File: config.mk
export PLATFORM = sky130hd
export DESIGN_NAME = seg7_scan_decoder
export DESIGN_NICKNAME = d
export VERILOG_FILES = /design/src/rtl/seg7_pkg.sv /design/src/rtl/seg7_glyph_decode.sv /design/src/rtl/seg7_scan_decoder.sv
export SDC_FILE = /design/constraint.sdc
export NUM_CORES = 1
export LEC_CHECK = 0
export CAP_MARGIN = 20
export CORE_UTILIZATION = 50
export CTS_CLUSTER_DIAMETER = 60
export DETAILED_ROUTE_END_ITERATION = 6
export GPL_ROUTABILITY_DRIVEN = 1
export GPL_TIMING_DRIVEN = 0
export HOLD_SLACK_MARGIN = 0.02
export PLACE_DENSITY = 0.75
export SETUP_SLACK_MARGIN = 0.05
export SLEW_MARGIN = 20
export SYNTH_ARGS = -nofsm -noshare
export SYNTH_HDL_FRONTEND = slang
export SYNTH_SLANG_ARGS = --single-unit
File: constraint.sdc
create_clock -name clk -period 2 [get_ports clk]
set_input_delay 0.4 -clock clk [delete_from_list [all_inputs] [get_ports clk]]
set_output_delay 0.4 -clock clk [all_outputs]
set_load 0.02 [all_outputs]
File: src/rtl/seg7_pkg.sv
// rtl/seg7_pkg.sv - glyph table shared with the segment encoder, plus scan FSM states
package seg7_pkg;

  // Active-low a..g, seg[6]=a; index is the hex value the glyph represents.
  localparam logic [6:0] glyph_tbl [16] = '{
    7'b0000001, 7'b1001111, 7'b0010010, 7'b0000110,
    7'b1001100, 7'b0100100, 7'b0100000, 7'b0001111,
    7'b0000000, 7'b0000100, 7'b0001000, 7'b1100000,
    7'b0110001, 7'b1000010, 7'b0110000, 7'b0111000
  };

  localparam logic [6:0] seg_blank = 7'b1111111;

  typedef enum logic {
    st_track = 1'b0,
    st_held  = 1'b1
  } scan_state_e;

endpackage

File: src/rtl/seg7_glyph_decode.sv
// rtl/seg7_glyph_decode.sv - combinational segment pattern to hex nibble mapper
module seg7_glyph_decode
  import seg7_pkg::*;
(
  input  logic [6:0] seg,
  output logic [3:0] nibble,
  output logic       illegal
);

  // Unknown patterns (blank included) read as 0 so the frame stays well defined.
  always_comb begin
    nibble  = 4'h0;
    illegal = 1'b1;
    for (int i = 0; i < 16; i++) begin
      if (seg == glyph_tbl[i]) begin
        nibble  = 4'(i);
        illegal = 1'b0;
      end
    end
  end

endmodule

File: src/rtl/seg7_scan_decoder.sv
// rtl/seg7_scan_decoder.sv - recovers a hex frame from a multiplexed 7-segment display scan
module seg7_scan_decoder
  import seg7_pkg::*;
#(
  parameter int NUM_DIGITS    = 4,
  parameter int STABLE_CYCLES = 4
) (
  input  logic                    clk,
  input  logic                    rst,
  input  logic [6:0]              seg,
  input  logic [NUM_DIGITS-1:0]   an,
  output logic [4*NUM_DIGITS-1:0] value,
  output logic [NUM_DIGITS-1:0]   digit_err,
  output logic                    frame_valid,
  output logic [7:0]              glitch_cnt
);

  localparam logic [7:0] stable_n = 8'(STABLE_CYCLES);

  logic [6:0]              seg_q, seg_p;
  logic [NUM_DIGITS-1:0]   an_q, an_p;
  logic [NUM_DIGITS-1:0]   sel;
  logic                    valid_sel, same, accept;
  logic [7:0]              cnt_q, cnt_d;
  scan_state_e             state_q, state_d;
  logic [NUM_DIGITS-1:0]   mask_q;
  logic [4*NUM_DIGITS-1:0] slot_val;
  logic [NUM_DIGITS-1:0]   slot_err;
  logic [3:0]              nib;
  logic                    illegal;

  seg7_glyph_decode u_decode (
    .seg     (seg_q),
    .nibble  (nib),
    .illegal (illegal)
  );

  assign sel       = ~an_q;
  assign valid_sel = (sel != '0) && ((sel & (sel - NUM_DIGITS'(1))) == '0);
  assign same      = (seg_q == seg_p) && (an_q == an_p);

  always_comb begin
    state_d = state_q;
    cnt_d   = cnt_q;
    accept  = 1'b0;
    if (!valid_sel) begin
      state_d = st_track;
      cnt_d   = 8'd0;
    end else if (state_q == st_held) begin
      if (!same) begin
        state_d = st_track;
        cnt_d   = 8'd1;
      end
    end else if (same) begin
      cnt_d = cnt_q + 8'd1;
      if (cnt_d == stable_n) begin
        accept  = 1'b1;
        state_d = st_held;
      end
    end else begin
      cnt_d = 8'd1;
    end
  end

  always_ff @(posedge clk) begin
    if (!rst) begin
      state_q <= st_track;
      cnt_q   <= 8'd0;
    end else begin
      state_q <= state_d;
      cnt_q   <= cnt_d;
    end
  end

  // The previous-sample copy lets the FSM compare consecutive register contents.
  always_ff @(posedge clk) begin
    if (!rst) begin
      seg_q       <= seg_blank;
      an_q        <= '1;
      seg_p       <= seg_blank;
      an_p        <= '1;
      glitch_cnt  <= 8'd0;
      slot_val    <= '0;
      slot_err    <= '0;
      mask_q      <= '0;
      value       <= '0;
      digit_err   <= '0;
      frame_valid <= 1'b0;
    end else begin
      seg_q <= seg;
      an_q  <= an;
      seg_p <= seg_q;
      an_p  <= an_q;

      if (!valid_sel && glitch_cnt != 8'hff)
        glitch_cnt <= glitch_cnt + 8'd1;

      for (int i = 0; i < NUM_DIGITS; i++) begin
        if (accept && sel[i]) begin
          slot_val[4*i +: 4] <= nib;
          slot_err[i]        <= illegal;
        end
      end

      // A full mask publishes the slots as they stood, then restarts collection.
      frame_valid <= 1'b0;
      if (&mask_q) begin
        value       <= slot_val;
        digit_err   <= slot_err;
        frame_valid <= 1'b1;
        mask_q      <= accept ? sel : '0;
      end else if (accept) begin
        mask_q <= mask_q | sel;
      end
    end
  end

endmodule

==> results of run 1 <==
==> path summary, 6_finish.rpt <==
check	from	endpoint	slack, ps	cells after the start
worst max register to register	cnt_q[0]	slot_val[8]	-100	9
worst max-delay path	cnt_q[0]	slot_val[8]	-100	9
worst min register to register	slot_val[6]	value[6]	450	2
worst min-delay path	slot_val[6]	value[6]	450	2
==> state kept, by name, indices dropped and copies added, names as in the netlist, 7 cells and up <==
| signal | count |
|---|---|
| slot_val | 16 |
| value | 16 |
| cnt_q | 8 |
| glitch_cnt | 8 |
| seg_p | 7 |
| seg_q | 7 |
==> through the flow <==
stage	setup TNS (ps)	util [%]	worst slack (ps)	area, sq um
finish	-1310	65.2	-104	4480
global route	-4630	65.2	-255	4480
CTS	-525	64.6	-55.9	4440
detailed placement	-4690	60.1	-261	4130
global placement	-4240	60.1	-239	4130
floorplan	0	-	56.3	3610
==> per-layer routing <==
| metal | track usage [%] | part of all wire [%] | vias up |
|---|---|---|---|
| met3 | 4.86 | 4.4 | 11 |
| met4 | 10.5 | 1.4 | 0 |
| met2 | 36.1 | 49 | 77 |
| met1 | 27.3 | 45 | 1401 |
| met5 | 0 | 0 | - |
| li1 | - | - | 1484 |
==> critical path, cell delays in order (launching register included) <==
cell     delay (ps)
dfxtp_4         360
buf_6           110
ha_4            160
nor2b_1         100
a31oi_1         100
nor4b_2         350
nand4_2         230
buf_6           180
nor2_4          200
mux2i_1         230
==> layout by cell type, fill, tap and decap left out, drive strengths merged, types with 7 or more instances in the layout <==
master and count:
a21oi 26, buf 15, clkbuf 24, clkdlybuf4s50 40, dfxtp 84, inv 8, mux2i 18, nand2 72
nand2b 25, nand3 11, nand4 8, nor2 31, nor4 7, o21ai 7, xnor2 21
==> power breakdown <==
group	total [mW]	internal, mW	switching, mW	leakage (nW)
Sequential	1.74	1.70	0.0362	0.685
Clock	1.37	0.723	0.646	0.112
Combinational	0.244	0.112	0.132	0.750
Total	3.35	2.54	0.814	1.55
==> layout make-up <==
class | count | area, sq um
Buffer | 23 | 114
Clock buffer | 9 | 124
Clock inverter | 7 | 105
Fill cell | 589 | 2390
Inverter | 5 | 18.8
Multi-Input combinational cell | 291 | 1840
Sequential cell | 84 | 1690
Tap cell | 96 | 120
Timing Repair Buffer | 47 | 468
==> timing repair <==
item / in CTS / in global routing
pin swaps: 7 / 8
setup endpoints to repair: 32 / 33
setup buffers: 5 / 2
gates resized for setup: 18 / 9
==> cell families (layout without fill, tap and decap cells) <==
group	after synthesis	in the layout	synth area share (%)
flip-flops	84	84	46.8
XOR/XNOR	27	27	6.58
adder cells (fa/ha/maj)	3	3	1.04
AND/OR/NAND/NOR	186	186	26.0
AO/OA/AOI/OAI	57	57	10.7
multiplexers	18	18	5.01
buffers and inverters	33	91	3.93
==> results.py, run 1 <==
metrics = {
    "status": {
        "status": "finished with violations",
        "violations": "negative setup slack",
    },
    "clock_network": {
        "cts_tree": "done",
        "clockRootBuffer": "clkbuf_8",
        "cts_hold_buf": 0,
        "clkLatencyLatePin_ps": 360,
        "clock_sinks": 84,
        "ctsHtreeMaxLevel": 3,
        "cts_max_path_buffers": 2,
        "cts_buffers": 9,
        "clk_pin_slew_worst_paths_ps": 100,
    },
    "die": {
        "row_count": 30,
        "ios": 42,
        "die_w_um": 86.8,
        "coreArea_sq_um": 6870,
        "die_area_sq_um": 7530,
        "die-height_um": 86.8,
        "floorplan.initialDensity_pct": 52.3,
    },
    "layout": {
        "num_antenna_cells": 0,
        "drive_above_1_share_pct": 11.8,
        "syn2layout_area_growth_pct": 24.7,
        "nets": 477,
        "fin_cells": 562,
    },
    "grt": {
        "grt_max_degree": 17,
        "grt_pass1_wl_mm": 12.9,
        "antenna_found_initial": 0,
        "grt_pass1_vias": 2865,
        "grt_overflow": 0,
        "grt_use_total_pct": 21.9,
    },
    "critical_path": {
        "crit_arrival_ps": 2390,
        "end_kind": "register",
        "start_kind": "register",
        "cp.required_ps": 2280,
        "worstSetupPathType": "register to register",
        "path_max_fanout": 5,
    },
    "min_path": {
        "hp-class": "register to register",
    },
    "timing": {
        "worst_pin_slew_ps": 564,
        "slew-limit-headroom_pct": 62.4,
        "slew_violations": 0,
        "fmax_ghz": 0.475,
        "timing.final.hold_violations": 0,
        "whs_ps": 452,
        "clock_skew_ps": 16.0,
        "layout_setup_ws_ps": -104,
        "rsz0062_at_grt": "yes",
        "report.final.setup_viol": 21,
        "fin_crit_sh_pct": 105,
        "fin_crit_ps": 2100,
    },
    "power_and_ir_drop": {
        "ir_worst_vdd_uv": 416,
        "leakagePower_nw": 1.55,
        "p_total_mw": 3.35,
        "power.density_nw_per_um2": 748,
    },
    "drt": {
        "dr_total_vias": 2973,
        "routed_wl_mm": 7.52,
        "detail-route-antenna-nets": 0,
        "remaining_drc_errors": 0,
        "wl_per_cell_um": 13.4,
        "drtIter0Drc": 111,
        "avgViaCountPerCell": 5.29,
        "drt_first_pass_iters": 4,
    },
    "place": {
        "numPortBuffers": 40,
        "gp_congestion": 0.813,
        "placed_cells": 544,
        "dp.final_hpwl_mm": 5.21,
    },
    "synth": {
        "synth_edf_count": 0,
        "yosys_warnings": 0,
        "synth-seq-area-share_pct": 46.8,
        "syn-num-nets": 424,
        "synth_common_cells": "dfxtp_1 (84), nand2_1 (71), nor2_1 (29)",
        "netlist_area_sq_um": 3590,
        "postSynthAreaPerCell_sq_um": 8.81,
        "synth_cell_types": 49,
        "syn_inst": 408,
        "synth-main-ff-cell": "dfxtp_1",
        "synth_top_cell_by_area": "dfxtp_1",
        "synth.area.top_cells": "dfxtp_1 (47%), nand2_1 (7.4%), xnor2_1 (5.1%)",
        "netlist.area_leader.share_pct": 46.8,
        "synth-async-reset-ratio_pct": 0,
        "ys_ff_latch": 84,
        "yosysMostFrequentCell": "dfxtp_1",
    },
    "run": {
        "maxCapViolCount": 0,
    },
}
(Power assumes the default switching activity.)
==> run 2, diff against run 1 <==
--- a/config.mk
+++ b/config.mk
@@ -6,13 +6,15 @@
 export NUM_CORES = 1
 export LEC_CHECK = 0
 export CAP_MARGIN = 20
-export CORE_UTILIZATION = 50
+export CELL_PAD_IN_SITES_DETAIL_PLACEMENT = 1
+export CELL_PAD_IN_SITES_GLOBAL_PLACEMENT = 2
+export CORE_UTILIZATION = 31
 export CTS_CLUSTER_DIAMETER = 60
 export DETAILED_ROUTE_END_ITERATION = 6
 export GPL_ROUTABILITY_DRIVEN = 1
 export GPL_TIMING_DRIVEN = 0
 export HOLD_SLACK_MARGIN = 0.02
-export PLACE_DENSITY = 0.75
+export PLACE_DENSITY_LB_ADDON = 0.1
 export SETUP_SLACK_MARGIN = 0.05
 export SLEW_MARGIN = 20
 export SYNTH_ARGS = -nofsm -noshare
==> results.py, run 2 (synthesized netlist as in run 1, its figures left out) <==
metrics = {
    "status": {
        "status": "finished with violations",
        "violations": "negative setup slack",
    },
    "power_and_ir_drop": {
        "power_frac_comb_pct": 7.5,
        "p_sw_share_pct": 23.8,
        "pwr-share-clk_pct": 43.3,
        "p_int_mw": 2.70,
        "leakagePower_nw": 1.59,
        "seqPwrFrac_pct": 49.2,
        "power.density_nw_per_um2": 761,
        "switchingPower_mw": 0.840,
        "p_total_mw": 3.54,
        "ir_worst_vdd_uv": 675,
    },
    "place": {
        "dp.final_hpwl_mm": 6.36,
        "placed_cells": 588,
        "gp_congestion": 0.803,
        "numPortBuffers": 40,
        "dpl_worst_slack_ps": -307,
    },
    "die": {
        "floorplan.initialDensity_pct": 32.4,
        "coreArea_sq_um": 11100,
        "ios": 42,
        "die_w_um": 110,
        "row_count": 38,
        "die-height_um": 110,
        "die_area_sq_um": 12000,
    },
    "grt": {
        "grt_max_degree": 14,
        "antenna_found_initial": 0,
        "grt_pass1_vias": 2957,
        "grt_overflow": 0,
        "grt_pass1_wl_mm": 15.0,
        "grt_use_total_pct": 16.5,
    },
    "critical_path": {
        "slowest_stage": "dfxtp_4",
        "r2r_end": "slot_val[1]",
        "reg2reg_depth": 10,
        "start_kind": "register",
        "crit_arrival_ps": 2260,
        "path_max_fanout": 6,
        "end_kind": "register",
        "cp_num_buf_inv": 3,
        "cp_top_family": "simple AND/OR/NAND/NOR gates",
        "max_stage_delay_ps": 360,
        "worstSetupPathType": "register to register",
        "r2r-start": "cnt_q[0]",
        "crit_top_cell": "buf_6",
        "path_cells": "buf_6 -> ha_4 -> nor3b_2 -> a31oi_1 -> nor4b_2 -> buf_4 -> nand4_4 -> or2_1 -> buf_6 -> mux2i_1",
        "path_depth": 10,
        "cp.required_ps": 2210,
        "reg2reg_slack_ps": -50,
        "startpoint": "cnt_q[0]",
    },
    "layout": {
        "syn2layout_area_growth_pct": 29.5,
        "nets": 482,
        "num_antenna_cells": 0,
        "final_cell_mix": "dfxtp_1 (74), nand2_1 (71), clkdlybuf4s50_1 (40), nor2_1 (29), nand2b_1 (25)",
        "drive_above_1_share_pct": 13.6,
        "final_common_cell": "dfxtp_1",
        "fin_cells": 610,
        "reg_top3": "slot_val: 16 flops, value: 16 flops",
    },
    "drt": {
        "drt_first_pass_iters": 4,
        "dr_total_vias": 2939,
        "detail-route-antenna-nets": 0,
        "avgViaCountPerCell": 4.82,
        "drtIter0Drc": 99,
        "remaining_drc_errors": 0,
        "wl_per_cell_um": 14.8,
        "routed_wl_mm": 9.02,
    },
    "timing": {
        "worst_pin_slew_ps": 627,
        "fin_crit_sh_pct": 103,
        "fmax_ghz": 0.488,
        "timing.final.hold_violations": 0,
        "report.final.setup_viol": 18,
        "rsz0062_at_grt": "yes",
        "clock_skew_ps": 4.74,
        "slew-limit-headroom_pct": 58.2,
        "fin_crit_ps": 2050,
        "layout_setup_ws_ps": -51.1,
        "slew_violations": 0,
    },
    "clock_network": {
        "clkLatencyLatePin_ps": 340,
        "clk_pin_slew_worst_paths_ps": 60,
        "cts_tree": "done",
        "cts_hold_buf": 0,
        "cts_buffers": 9,
        "ctsHtreeMaxLevel": 3,
        "clock_sinks": 84,
        "cts_max_path_buffers": 2,
        "clockRootBuffer": "clkbuf_16",
    },
    "min_path": {
        "hold_depth": 2,
        "hp-class": "register to register",
        "worstHoldStart": "value[0]",
        "whs_endpoint": "value[0]",
    },
    "run": {
        "maxCapViolCount": 0,
    },
}
==> run 2: changes by cell type in the layout (fill, tap and decap cells not counted), sizes merged <==
cell      before  now
buf           15   18
inv            8    5
bufinv         2    0
clkbuf        24   29
clkinvlp       1    2
==> run 2: power by group through the flow <==
stage	Clock, mW	Sequential (mW)	Combinational, mW
finish	1.53	1.74	0.266
CTS	1.59	1.74	0.255
floorplan	0	1.77	0.156
global route	1.67	1.75	0.294
global placement	0	1.76	0.250
detailed placement	0	1.77	0.253
==> run 2: area by class of cell <==
class / count / area (sq um)
Inverter: 5 / 18.8
Clock buffer: 12 / 246
Sequential cell: 84 / 1700
Tap cell: 140 / 175
Fill cell: 1310 / 6430
Clock inverter: 3 / 23.8
Timing Repair Buffer: 52 / 498
Buffer: 23 / 121
Multi-Input combinational cell: 291 / 1870
==> run 2: per-layer routing <==
metal  GRT usage (%)  part of all wire, %  wire, um  up-vias
met3            4.68                  3.4       308       10
met2            26.2                   47      4210       40
met1            21.2                   49      4400     1385
met5               0                    0         0        -
li1                -                    -         -     1504
met4            6.19                  1.2       107        0
==> run 2: how the worst max path moves through the flow <==
| stage | to |
|---|---|
| CTS | slot_val[12] |
| global route | slot_val[5] |
| global placement | slot_val[3] |
| finish | slot_val[1] |
| floorplan | slot_val[3] |
| detailed placement | slot_val[3] |
==> run 2: through the flow <==
stage | TNS [ps] | utilization (%) | hold WS [ps] | instance area (sq um)
2_1_floorplan | 0 | - | 432 | 3610
3_3_place_gp | -8300 | 37.8 | 445 | 4190
3_5_place_dp | -7280 | 37.8 | 450 | 4190
4_1_cts | -1760 | 41.1 | 458 | 4550
5_1_grt | -3060 | 42.0 | 465 | 4650
6_report | -447 | 42.0 | 455 | 4650
==> run 2: tightest hold or removal path: stages (launching register included) <==
cell	delay [ps]
dfxtp_1	310
nand2_1	50
a21oi_1	50
==> run 2: what timing repair did <==
action,in CTS,in global routing
gates resized for setup,18,20
pin swaps,7,9
setup endpoints to repair,32,34
setup buffers,7,5
cloned,0,0
==> run 3, diff against run 2 <==
--- a/config.mk
+++ b/config.mk
@@ -20,3 +20,4 @@
 export SYNTH_ARGS = -nofsm -noshare
 export SYNTH_HDL_FRONTEND = slang
 export SYNTH_SLANG_ARGS = --single-unit
+export TNS_END_PERCENT = 30
==> results.py, run 3 (synthesized netlist as in run 1, its figures left out) <==
metrics = {
    "status": {
        "status": "finished with violations",
        "violations": "negative setup slack",
    },
    "critical_path": {
        "r2r_end": "slot_val[1]",
        "r2r-start": "cnt_q[0]",
        "start_kind": "register",
        "worstSetupPathType": "register to register",
        "crit_arrival_ps": 2280,
        "reg2reg_depth": 10,
        "cp.required_ps": 2210,
        "path_max_fanout": 6,
        "reg2reg_slack_ps": -70,
        "end_kind": "register",
    },
    "layout": {
        "num_antenna_cells": 0,
        "reg_top3": "slot_val: 16 flops, value: 16 flops",
        "final_common_cell": "dfxtp_1",
        "seqCellArea_sq_um": 1700,
        "syn2layout_area_growth_pct": 29.6,
        "nets": 482,
        "drive_above_1_share_pct": 13.6,
        "fillers": 1313,
        "final_cell_mix": "dfxtp_1 (74), nand2_1 (71), clkdlybuf4s50_1 (40), nor2_1 (29), nand2b_1 (25)",
        "fin_util_pct": 42.0,
        "multiInputGateArea_sq_um": 1870,
    },
    "timing": {
        "fmax_ghz": 0.482,
        "rsz0062_at_grt": "yes",
        "layout_setup_ws_ps": -74.1,
        "fin_crit_ps": 2070,
        "fin_crit_sh_pct": 104,
        "whs_ps": 455,
        "clock_skew_ps": 4.55,
        "worst_pin_slew_ps": 631,
        "report.final.setup_viol": 18,
        "timing.final.hold_violations": 0,
        "slew_violations": 0,
        "slew-limit-headroom_pct": 57.9,
        "setup_tns_ps": -959,
    },
    "min_path": {
        "hp-class": "register to register",
        "whs_endpoint": "value[0]",
        "worstHoldStart": "value[0]",
        "hold_depth": 2,
    },
    "clock_network": {
        "cts_tree": "done",
        "cts_max_path_buffers": 2,
        "ctsHtreeMaxLevel": 3,
        "clock_sinks": 84,
        "cts_hold_buf": 0,
        "cts_buffers": 9,
        "clkLatencyLatePin_ps": 340,
        "clk_pin_slew_worst_paths_ps": 60,
        "clockRootBuffer": "clkbuf_16",
    },
    "grt": {
        "grt_overflow": 0,
        "grt_max_degree": 14,
        "grt_use_total_pct": 16.5,
        "grt_pass1_wl_mm": 15.0,
        "grt_pass1_vias": 2953,
        "antenna_found_initial": 0,
    },
    "place": {
        "dp.final_hpwl_mm": 6.36,
        "gp_congestion": 0.803,
        "numPortBuffers": 40,
    },
    "drt": {
        "drt_first_pass_iters": 4,
        "avgViaCountPerCell": 4.81,
        "detail-route-antenna-nets": 0,
        "routed_wl_mm": 9.03,
        "remaining_drc_errors": 0,
        "drtIter0Drc": 97,
        "dr_total_vias": 2937,
        "wl_per_cell_um": 14.8,
    },
    "power_and_ir_drop": {
        "leakagePower_nw": 1.59,
        "power.density_nw_per_um2": 760,
        "ir_worst_vdd_uv": 674,
    },
    "die": {
        "floorplan.initialDensity_pct": 32.4,
        "die_w_um": 110,
        "ios": 42,
        "die-height_um": 110,
        "row_count": 38,
        "die_area_sq_um": 12000,
        "coreArea_sq_um": 11100,
    },
    "run": {
        "maxCapViolCount": 0,
    },
}
run 3: cell types whose count changed in the layout (fill, tap and decap cells not counted):
cell   change
buf_4      -1
buf_6      +1
run 3: timing repair:
item,in CTS,in global routing
endpoints found under the setup margin,32,34
gates resized for setup,14,25
buffers inserted,5,7
hold endpoints to repair,0,0
pin swaps,7,9
run 3: worst max-delay path by stage:
stage                     startpoint            to  cells after the start
after detailed placement    seg_q[4]   slot_val[3]                      8
after CTS                   cnt_q[0]  slot_val[12]                      8
final                       cnt_q[0]   slot_val[1]                     10
after floorplan             cnt_q[1]   slot_val[3]                      8
after global placement      seg_q[4]   slot_val[3]                      8
after global routing        cnt_q[0]   slot_val[5]                     10
run 3: report_power, final:
group / leakage [nW] / internal, mW / total [mW] / switching (mW)
clock: 0.125 / 0.871 / 1.53 / 0.660
combinational: 0.780 / 0.122 / 0.266 / 0.144
sequential: 0.684 / 1.70 / 1.74 / 0.0361
run 3: final cells by class:
cell class / instances / share of cell area [%]
sequential: 84 / 36.5
timing repair buffer: 52 / 10.8
clock buffer: 12 / 5.29
clock inverter: 3 / 0.511
buffer: 23 / 2.61
multi-input combinational: 291 / 40.2
inverter: 5 / 0.403
tap: 140 / 3.76
run 3: metrics by stage:
stage / power [mW] / cell area, sq um / std cells / worst slack (ps)
floorplan: 1.93 / 3610 / 408 / 56.3
global placement: 2.01 / 4190 / 588 / -354
detailed placement: 2.02 / 4190 / 588 / -307
CTS: 3.59 / 4520 / 604 / -115
global route: 3.71 / 4660 / 610 / -205
finish: 3.54 / 4660 / 610 / -74.1
run 3: per-layer routing:
layer  up-vias  GRT usage, %  part of all wire (%)
li1       1502             -                     -
met1      1380          21.1                    49
met2        43          26.2                    46
met3        12          4.68                   3.5
met4         0          6.19                   1.4
met5         -             0                     0
run 3: worst max-delay path, cell delays in order, from the launching register on:
cell and delay [ps]:
dfxtp_4 360, buf_6 100, ha_4 150, nor3b_2 150, a31oi_1 70, nor4b_2 270, buf_4 160, nand4_4 140
or2_1 280, buf_6 150, mux2i_1 110
